File: src/rtl/mpt_response_stage_if.sv
// Shared MPT transaction types plus the slave-side / response-side handshake
// bundle of the MPT walker response stage.
package mpt_rsp_pkg;

  typedef enum logic [2:0] {
    NO_ERROR       = 3'd0,
    NOT_VALID_ADDR = 3'd1,
    RESERVED_BITS  = 3'd2,
    LEVEL_OVERFLOW = 3'd3,
    ILLEGAL_PERM   = 3'd4
  } page_format_fault_e;

  typedef enum logic [1:0] {
    MPT_WALKING_IDLE   = 2'd0,
    MPT_WALKING_ACTIVE = 2'd1,
    MPT_WALKING_SKIP   = 2'd2,
    MPT_WALKING_DONE   = 2'd3
  } mpt_walking_e;

  // 32-bit completed walk record; valid = 0 marks a pipeline bubble.
  typedef struct packed {
    logic               valid;
    mpt_walking_e       walking;
    logic               access_error;
    page_format_fault_e format_error;
    logic [24:0]        payload;
  } mptw_transaction_t;

endpackage

interface mpt_response_stage_if #(
  parameter int PIPELINE_SLAVE_DATA_WIDTH = 32
);

  logic                                 stage_slave_valid;
  logic                                 stage_slave_ready;
  logic [PIPELINE_SLAVE_DATA_WIDTH-1:0] stage_slave_data;

  logic                                 rsp_valid_o;
  logic                                 rsp_ready_i;
  logic [PIPELINE_SLAVE_DATA_WIDTH-1:0] rsp_data_o;
  logic                                 rsp_allow_o;

  // The environment: drives pipeline words in and consumes responses.
  modport master (
    output stage_slave_valid,
    input  stage_slave_ready,
    output stage_slave_data,
    input  rsp_valid_o,
    output rsp_ready_i,
    input  rsp_data_o,
    input  rsp_allow_o
  );

  // The response stage itself.
  modport slave (
    input  stage_slave_valid,
    output stage_slave_ready,
    input  stage_slave_data,
    output rsp_valid_o,
    input  rsp_ready_i,
    output rsp_data_o,
    output rsp_allow_o
  );

endinterface

File: src/rtl/mpt_response_stage.sv
// MPT walker tail stage: response FIFO, allow/deny decision and sticky fault record.
// Define MPT_RSP_STATS_EN to build the allowed/denied response counters.
module mpt_response_stage
  import mpt_rsp_pkg::*;
#(
  parameter int PIPELINE_SLAVE_DATA_WIDTH = 32,
  parameter int RSP_FIFO_DEPTH            = 4
) (
  input  logic                      clk_i,
  input  logic                      rst_i,
  mpt_response_stage_if.slave       bus,
  input  logic                      flush_i,
  output logic                      exception_valid_o,
  output page_format_fault_e        exception_cause_o,
  output logic                      exception_access_o,
  input  logic                      exception_ack_i,
  output logic [7:0]                overflow_cnt_o,
  output logic [31:0]               stat_allow_cnt_o,
  output logic [31:0]               stat_deny_cnt_o
);

  localparam int PTR_W = $clog2(RSP_FIFO_DEPTH);
  localparam int CNT_W = PTR_W + 1;

  typedef enum logic {
    EXC_IDLE = 1'b0,
    EXC_HOLD = 1'b1
  } exc_state_e;

  mptw_transaction_t fifo_data [RSP_FIFO_DEPTH];
  logic [RSP_FIFO_DEPTH-1:0] fifo_allow;
  logic [PTR_W-1:0] wr_ptr;
  logic [PTR_W-1:0] rd_ptr;
  logic [CNT_W-1:0] count;

  mptw_transaction_t in_txn;
  mptw_transaction_t head_txn;
  logic [PIPELINE_SLAVE_DATA_WIDTH-1:0] head_word;
  logic head_allow;
  logic in_allow;
  logic fifo_full;
  logic fifo_empty;
  logic slave_ready;
  logic rsp_valid;
  logic push;
  logic pop;
  logic pop_fault;

  exc_state_e         state_q;
  exc_state_e         state_d;
  page_format_fault_e cause_q;
  page_format_fault_e cause_d;
  logic               access_q;
  logic               access_d;
  logic [7:0]         ovf_q;
  logic [7:0]         ovf_d;

  assign in_txn     = mptw_transaction_t'(bus.stage_slave_data);
  assign fifo_full  = (count == CNT_W'(RSP_FIFO_DEPTH));
  assign fifo_empty = (count == '0);

  // Reset and flush cycles neither accept nor hand out words, so no handshake
  // can complete while the contents are being discarded.
  assign slave_ready = !fifo_full && !flush_i && !rst_i;
  assign rsp_valid   = !fifo_empty && !flush_i && !rst_i;

  assign push = bus.stage_slave_valid && slave_ready && in_txn.valid;
  assign pop  = rsp_valid && bus.rsp_ready_i;

  assign in_allow = (in_txn.format_error == NO_ERROR) &&
                    !in_txn.access_error &&
                    (in_txn.walking != MPT_WALKING_SKIP);

  always_ff @(posedge clk_i) begin
    if (push) begin
      fifo_data[wr_ptr]  <= in_txn;
      fifo_allow[wr_ptr] <= in_allow;
    end
  end

  always_ff @(posedge clk_i) begin
    if (rst_i || flush_i) begin
      wr_ptr <= '0;
      rd_ptr <= '0;
      count  <= '0;
    end else begin
      if (push) begin
        wr_ptr <= wr_ptr + PTR_W'(1);
      end
      if (pop) begin
        rd_ptr <= rd_ptr + PTR_W'(1);
      end
      case ({push, pop})
        2'b10:   count <= count + CNT_W'(1);
        2'b01:   count <= count - CNT_W'(1);
        default: count <= count;
      endcase
    end
  end

  assign head_txn   = fifo_data[rd_ptr];
  assign head_word  = head_txn;
  assign head_allow = fifo_allow[rd_ptr];

  assign bus.stage_slave_ready = slave_ready;
  assign bus.rsp_valid_o       = rsp_valid;
  assign bus.rsp_data_o        = fifo_empty ? '0 : head_word;
  assign bus.rsp_allow_o       = fifo_empty ? 1'b0 : head_allow;

  // A skip-denied response is not a fault; only format/access errors are recorded.
  assign pop_fault = pop && ((head_txn.format_error != NO_ERROR) || head_txn.access_error);

  always_ff @(posedge clk_i) begin
    if (rst_i || flush_i) begin
      state_q  <= EXC_IDLE;
      cause_q  <= NO_ERROR;
      access_q <= 1'b0;
      ovf_q    <= 8'd0;
    end else begin
      state_q  <= state_d;
      cause_q  <= cause_d;
      access_q <= access_d;
      ovf_q    <= ovf_d;
    end
  end

  // An ack frees the record, so a fault popped alongside it takes the slot at once.
  always_comb begin
    state_d  = state_q;
    cause_d  = cause_q;
    access_d = access_q;
    ovf_d    = ovf_q;
    case (state_q)
      EXC_IDLE: begin
        if (pop_fault) begin
          state_d  = EXC_HOLD;
          cause_d  = head_txn.format_error;
          access_d = head_txn.access_error;
        end
      end
      EXC_HOLD: begin
        if (exception_ack_i) begin
          if (pop_fault) begin
            cause_d  = head_txn.format_error;
            access_d = head_txn.access_error;
          end else begin
            state_d  = EXC_IDLE;
            cause_d  = NO_ERROR;
            access_d = 1'b0;
          end
        end else if (pop_fault && (ovf_q != 8'hFF)) begin
          ovf_d = ovf_q + 8'd1;
        end
      end
      default: begin
        state_d = EXC_IDLE;
      end
    endcase
  end

  assign exception_valid_o  = (state_q == EXC_HOLD);
  assign exception_cause_o  = cause_q;
  assign exception_access_o = access_q;
  assign overflow_cnt_o     = ovf_q;

`ifdef MPT_RSP_STATS_EN
  logic [31:0] allow_cnt_q;
  logic [31:0] deny_cnt_q;

  // Statistics survive flush; only reset clears them.
  always_ff @(posedge clk_i) begin
    if (rst_i) begin
      allow_cnt_q <= 32'd0;
      deny_cnt_q  <= 32'd0;
    end else if (pop) begin
      if (head_allow && (allow_cnt_q != 32'hFFFF_FFFF)) begin
        allow_cnt_q <= allow_cnt_q + 32'd1;
      end
      if (!head_allow && (deny_cnt_q != 32'hFFFF_FFFF)) begin
        deny_cnt_q <= deny_cnt_q + 32'd1;
      end
    end
  end

  assign stat_allow_cnt_o = allow_cnt_q;
  assign stat_deny_cnt_o  = deny_cnt_q;
`else
  assign stat_allow_cnt_o = 32'd0;
  assign stat_deny_cnt_o  = 32'd0;
`endif

endmodule

File: src/flat_wrapper.sv
// flat-port wrapper written by rule: the top's interface ports become plain ports
module mpt_response_stage_flat import mpt_rsp_pkg::*;
#(
  parameter int PIPELINE_SLAVE_DATA_WIDTH = 32,
  parameter int RSP_FIFO_DEPTH            = 4
)
  (clk_i, rst_i, flush_i, exception_valid_o, exception_cause_o, exception_access_o, exception_ack_i, overflow_cnt_o, stat_allow_cnt_o, stat_deny_cnt_o, bus_stage_slave_valid, bus_stage_slave_ready, bus_stage_slave_data, bus_rsp_valid_o, bus_rsp_ready_i, bus_rsp_data_o, bus_rsp_allow_o);
  mpt_response_stage_if #(.PIPELINE_SLAVE_DATA_WIDTH(PIPELINE_SLAVE_DATA_WIDTH)) bus_i ();
  input  logic clk_i;
  input  logic rst_i;
  input  logic flush_i;
  output logic exception_valid_o;
  output page_format_fault_e exception_cause_o;
  output logic exception_access_o;
  input  logic exception_ack_i;
  output logic [7:0] overflow_cnt_o;
  output logic [31:0] stat_allow_cnt_o;
  output logic [31:0] stat_deny_cnt_o;
  input wire logic [$bits(bus_i.stage_slave_valid)-1:0] bus_stage_slave_valid;
  output wire logic [$bits(bus_i.stage_slave_ready)-1:0] bus_stage_slave_ready;
  input wire logic [$bits(bus_i.stage_slave_data)-1:0] bus_stage_slave_data;
  output wire logic [$bits(bus_i.rsp_valid_o)-1:0] bus_rsp_valid_o;
  input wire logic [$bits(bus_i.rsp_ready_i)-1:0] bus_rsp_ready_i;
  output wire logic [$bits(bus_i.rsp_data_o)-1:0] bus_rsp_data_o;
  output wire logic [$bits(bus_i.rsp_allow_o)-1:0] bus_rsp_allow_o;
  assign bus_i.stage_slave_valid = bus_stage_slave_valid;
  assign bus_stage_slave_ready = bus_i.stage_slave_ready;
  assign bus_i.stage_slave_data = bus_stage_slave_data;
  assign bus_rsp_valid_o = bus_i.rsp_valid_o;
  assign bus_i.rsp_ready_i = bus_rsp_ready_i;
  assign bus_rsp_data_o = bus_i.rsp_data_o;
  assign bus_rsp_allow_o = bus_i.rsp_allow_o;
  mpt_response_stage #(.PIPELINE_SLAVE_DATA_WIDTH(PIPELINE_SLAVE_DATA_WIDTH), .RSP_FIFO_DEPTH(RSP_FIFO_DEPTH)) u_core (.clk_i(clk_i), .rst_i(rst_i), .bus(bus_i), .flush_i(flush_i), .exception_valid_o(exception_valid_o), .exception_cause_o(exception_cause_o), .exception_access_o(exception_access_o), .exception_ack_i(exception_ack_i), .overflow_cnt_o(overflow_cnt_o), .stat_allow_cnt_o(stat_allow_cnt_o), .stat_deny_cnt_o(stat_deny_cnt_o));
endmodule
File: config.mk
export PLATFORM = sky130hd
export DESIGN_NAME = mpt_response_stage_flat
export DESIGN_NICKNAME = d
export VERILOG_FILES = /design/src/rtl/mpt_response_stage_if.sv /design/src/rtl/mpt_response_stage.sv /design/src/flat_wrapper.sv
export SDC_FILE = /design/constraint.sdc
export NUM_CORES = 1
export LEC_CHECK = 0
export CORE_MARGIN = 2
export CORE_UTILIZATION = 40
export DETAILED_ROUTE_END_ITERATION = 6
export DONT_BUFFER_PORTS = 1
export PLACE_DENSITY = 0.52
export SYNTH_ARGS = -nofsm -noshare
export SYNTH_HDL_FRONTEND = slang
export SYNTH_SLANG_ARGS = --single-unit
File: constraint.sdc
create_clock -name clk_i -period 4.71 [get_ports clk_i]
set_input_delay 0.2355 -clock clk_i [delete_from_list [all_inputs] [get_ports clk_i]]
set_output_delay 0.2355 -clock clk_i [all_outputs]
set_load 0.1 [all_outputs]
### Word-level counts from Yosys, hierarchy flattened

Memories as Yosys holds them, arrays and structs flattened. A register that Yosys moved wholly into a read port is not among the register bits.
Cells that the tools add are included.

* memory bits (writable): 128
* register bits: 24
* memories kept: 1
* output and inout bits: 112

Memory list
* u_core.fifo_data: words 4, bits a word 32, rd ports 1, clocked after Yosys merged registers in 1, wr ports 1, RTL line mpt_response_stage.sv:30 `mptw_transaction_t fifo_data [RSP_FIFO_DEPTH];`

* magnitude comparators: 3
* bitwise gates (word level): 2
* muxes and demuxes: 23
* equal/unequal tests: 7
* add/sub/neg operators: 5
* reduce and logical (&&, ||, !) cells: 25

Operator list (number)
* two-way mux 32 bit: 1
* logical AND 1 bit: 12
* one-hot mux 3 bit (2 select lines): 2
* two-way mux 1 bit: 10
* two-way mux 3 bit: 3
* adder 8 x 1 -> 8 bit, second input constant: 1
* != test 8 bit, second input constant: 1
* logical NOT 3 bit: 2
* < comparator 2 x 3 -> 1 bit, second input constant: 2
* logical NOT 1 bit: 5
* adder 2 x 1 -> 2 bit, second input constant: 2
* bitwise mux 4 bit: 1
* two-way mux 2 bit: 2
* != test 2 bit, second input constant: 2
* one-hot mux 1 bit (2 select lines): 2
* adder 3 x 1 -> 3 bit, second input constant: 1
* == test 3 bit, second input constant: 1
* AND reduction 3 bit: 1
* nonzero test 3 bit: 1
* subtractor 3 x 1 -> 3 bit, second input constant: 1
* binary-select mux 1 bit (select 2 bit): 1
* demux 1 bit (select 2 bit): 1
* == test 2 x 1 -> 1 bit, second input constant: 1
* == test 2 bit, second input constant: 1
* other kinds (6): 8

### Depth between registers and ports, before layout

* depth in word-level cells: 9
* depth in mapped cells: 10

### Worst setup path before layout

OpenSTA, ideal clock, no wires.

* path type: input port to output port
* from: input port flush_i
* to: output port bus_stage_slave_ready
* buffers on the path: 2
* arrival: 2.323 ns
* stages: 4
* setup slack: 2.151 ns
* data required time: 4.475 ns
* cells stage by stage: or2_2 > clkbuf_1 > clkbuf_1 > a21oi_1

* longest elaborated chain between the ends: 3

RTL lines
* start, declared: RTL line flat_wrapper.sv:11 `input logic flush_i;`
* logical NOT 1 bit: RTL line mpt_response_stage.sv:64 `assign slave_ready = !fifo_full && !flush_i && !rst_i;`
* logical AND 1 bit (2 in series): RTL line mpt_response_stage.sv:64
* end, declared: RTL line flat_wrapper.sv:20 `output wire logic [$bits(bus_i.stage_slave_ready)-1:0] bus_stage_slave_ready;`

Every way passes these cells.

==> reports/qor.yml <==
place:
  gp_congestion: 0.836
  dp_hpwl_um: 7460
  io_buffer_count: 0
  dpl_cell_area_mm2: 0.00661
power:
  p_leak_nw: 2.50
  powerDensity_mw_per_mm2: 408
  ir_drop_mv: 0.299
  total_power_mw: 3.06
logic_synthesis:
  synth_top_area_share_pct: 59.9
  syn_inst: 408
  ys_seq_area_share_pct: 66.6
  dominantRegCellSynth: "edfxtp_1"
  yosysWarningCount: 0
  synth_seq_cells: 154
  synthTopCellsByArea: "edfxtp_1 60%, mux4_2 11%, buf_4 7.3%, dfxtp_1 6.7%, and2_1 3.6%"
  yosysUniqueCellTypes: 39
  yosys.area.top_type: "edfxtp_1"
  synth_area_mm2: 0.00662
  synth_edf_count: 132
  synth.most_common_cell: "edfxtp_1"
  syn_area_per_cell_um2: 16.2
  synth_common_cells: "132 x edfxtp_1, 64 x buf_4, 38 x and2_1, 33 x mux4_2, 22 x dfxtp_1"
  async_flop_share_pct: 0
floorplan:
  die_h_um: 133
  num_rows: 47
  dieArea_mm2: 0.0176
  start_util_pct: 40.5
  die_w_um: 133
  core_area_mm2: 0.0163
  ioPinCount: 150
outcome:
  status: "completed"
sta:
  fmax_ghz: 0.336
  relSlewSlack_pct: 19.6
  fin_setup_tns_ns: 0
  tightest_slew_ns: 1.21
  fin_hold_ws_ns: 0.0196
  final_max_slew_viol_count: 0
  clock_skew_ns: 0.00851
  rsz0062_at_grt: "no"
  finalHoldViolCount: 0
  finalSetupViolCount: 0
  period_share_pct: 63.3
  final.min_clock_period_ns: 2.98
critical_path:
  ff2ff_setup_slack_ns: 2.09
  crit_chain: "buf_4 > mux4_2 > and2_1"
  worstPathRequired_ns: 4.47
  cp_max_fo: 19
  cp-end-kind: "primary output"
  rr_endpoint: "u_core.overflow_cnt_o[2]$_SDFFE_PP0P_"
  worst_path_max_delay_cell: "dfxtp_2"
  startpoint_type: "flop"
  crit_type: "reg2out"
  critPathArrivalTime_ns: 2.74
  critical_path.max_stage_delay_ns: 0.79
  crit_end: "bus_rsp_data_o[11]"
  reg2regPathDepth: 4
drt:
  routedWlPerCell_um: 18.5
  vias: 3329
  drc: 0
  viasPerCell: 4.89
  drt_iter0_drc: 183
  drtPass1Iterations: 4
  ant_nets: 0
  drt_wl_total_um: 12600
cts:
  clk_latency_ns: 0.42
  clockBufferDepth: 2
  htree_levels: 4
  root_buffer: "clkbuf_16"
  cts.clk_slew.worst_paths_ns: 0.06
  cts_made_buffers: 17
  cts_sinks: 154
  cts_tree: "yes"
  post_cts_resized: 0
global_route:
  grt_usage_pct: 14.9
  grt_overflow: 0
  grt_antenna_before_repair: 0
  grt_pass1_wl_um: 19400
  grt_pass1_vias: 3364
  grt_max_degree: 35
min_path:
  hold_depth: 2
  hp-start: "rst_i"
  hp-class: "in2reg"
job:
  drv_cap: 0
cells_and_area:
  antenna_cells: 0
  syn_to_final_growth_pct: 13.5
  nets: 493
  fin_util_pct: 46.0
  drive_gt1_share_pct: 16.5
  final_area_mm2: 0.00751
routing by layer:
| metal | global-route usage, % | part of all wire, % |
|---|---|---|
| met5 | 0 | 0 |
| met4 | 4.72 | 1.2 |
| met3 | 6.17 | 7.4 |
| met2 | 24.3 | 49 |
| met1 | 18.0 | 42 |
power breakdown:
part | switching, mW | leakage, nW | internal, mW
combinational | 0.273 | 0.874 | 0.0294
clock | 0.542 | 0.254 | 0.732
sequential | 0.00230 | 1.37 | 1.48
cell usage in the layout, fill, tap and decap left out, types with 3 or more instances in the layout:
cell type and count:
a21oi_1 4, a22oi_1 4, and2_1 34, and2_2 4
clkbuf_1 3, clkbuf_16 17, clkinvlp_4 5, conb_1 64
dfxtp_1 20, dlygate4sd3_1 35, edfxtp_1 132, ha_1 6
inv_1 8, inv_6 4, mux2i_1 7, mux4_2 33
nand2_1 12, nand3_1 5, nand4_1 4, nor2_1 12
nor4_1 4, o211ai_1 4, or3_1 6, xor2_1 3
sequential cells by signal (all words and copies together), names as in the netlist, named ones only:
signal / cells
u_core.fifo_allow: 4
u_core.rd_ptr: 2
u_core.exception_valid_o: 1
u_core.exception_cause_o: 3
u_core.fifo_data: 128
u_core.count: 3
u_core.wr_ptr: 2
u_core.overflow_cnt_o: 8
u_core.exception_access_o: 1
kinds of logic after synthesis:
family / share of synthesized area, %
flops: 66.6
simple gates: 8.13
buf+inv: 8.79
mux: 12.3
compound gates: 2.06
fa+ha+maj: 1.44
xor+xnor: 0.662
other cells: 0.0567
cell type report:
type	count	area, um2
flip-flops and latches	154	4410
fillers	1442	8840
clock buffers	20	437
inverters	9	33.8
multi-input cells	229	1880
well taps	220	275
repair buffers	37	365
clock inverters	12	116
worst min path at each step:
stage | to | slack (ns)
detailed placement | u_core.fifo_data[2][15]$_DFFE_PP_ | 0.33
CTS | u_core.overflow_cnt_o[4]$_SDFFE_PP0P_ | 0.00007
finish | u_core.overflow_cnt_o[5]$_SDFFE_PP0P_ | 0.02
floorplan | u_core.fifo_data[0][0]$_DFFE_PP_ | 0.33
global placement | u_core.fifo_data[2][24]$_DFFE_PP_ | 0.33
global route | u_core.overflow_cnt_o[5]$_SDFFE_PP0P_ | 0.02
worst max-delay path: cells and delay by family (launching register included):
kind | cells | cell delay [ns]
muxes | 1 | 0.57
DFF | 1 | 0.79
buffers and inverters | 1 | 0.43
and+or+nand+nor | 1 | 0.51
metrics by stage:
stage / instances / setup slack [ns]
finish: 681 / 1.73
global route: 681 / 1.53
CTS: 681 / 1.62
detailed placement: 614 / 1.97
global placement: 614 / 2.01
floorplan: 471 / 2.15
repair_timing:
item / CTS / global route
hold buffers: 35 / 0
setup buffers: 0 / 0
setup endpoints to repair: 0 / 0
hold endpoints to repair: 131 / 0
No activity file was read; power rests on OpenSTA's default activity.
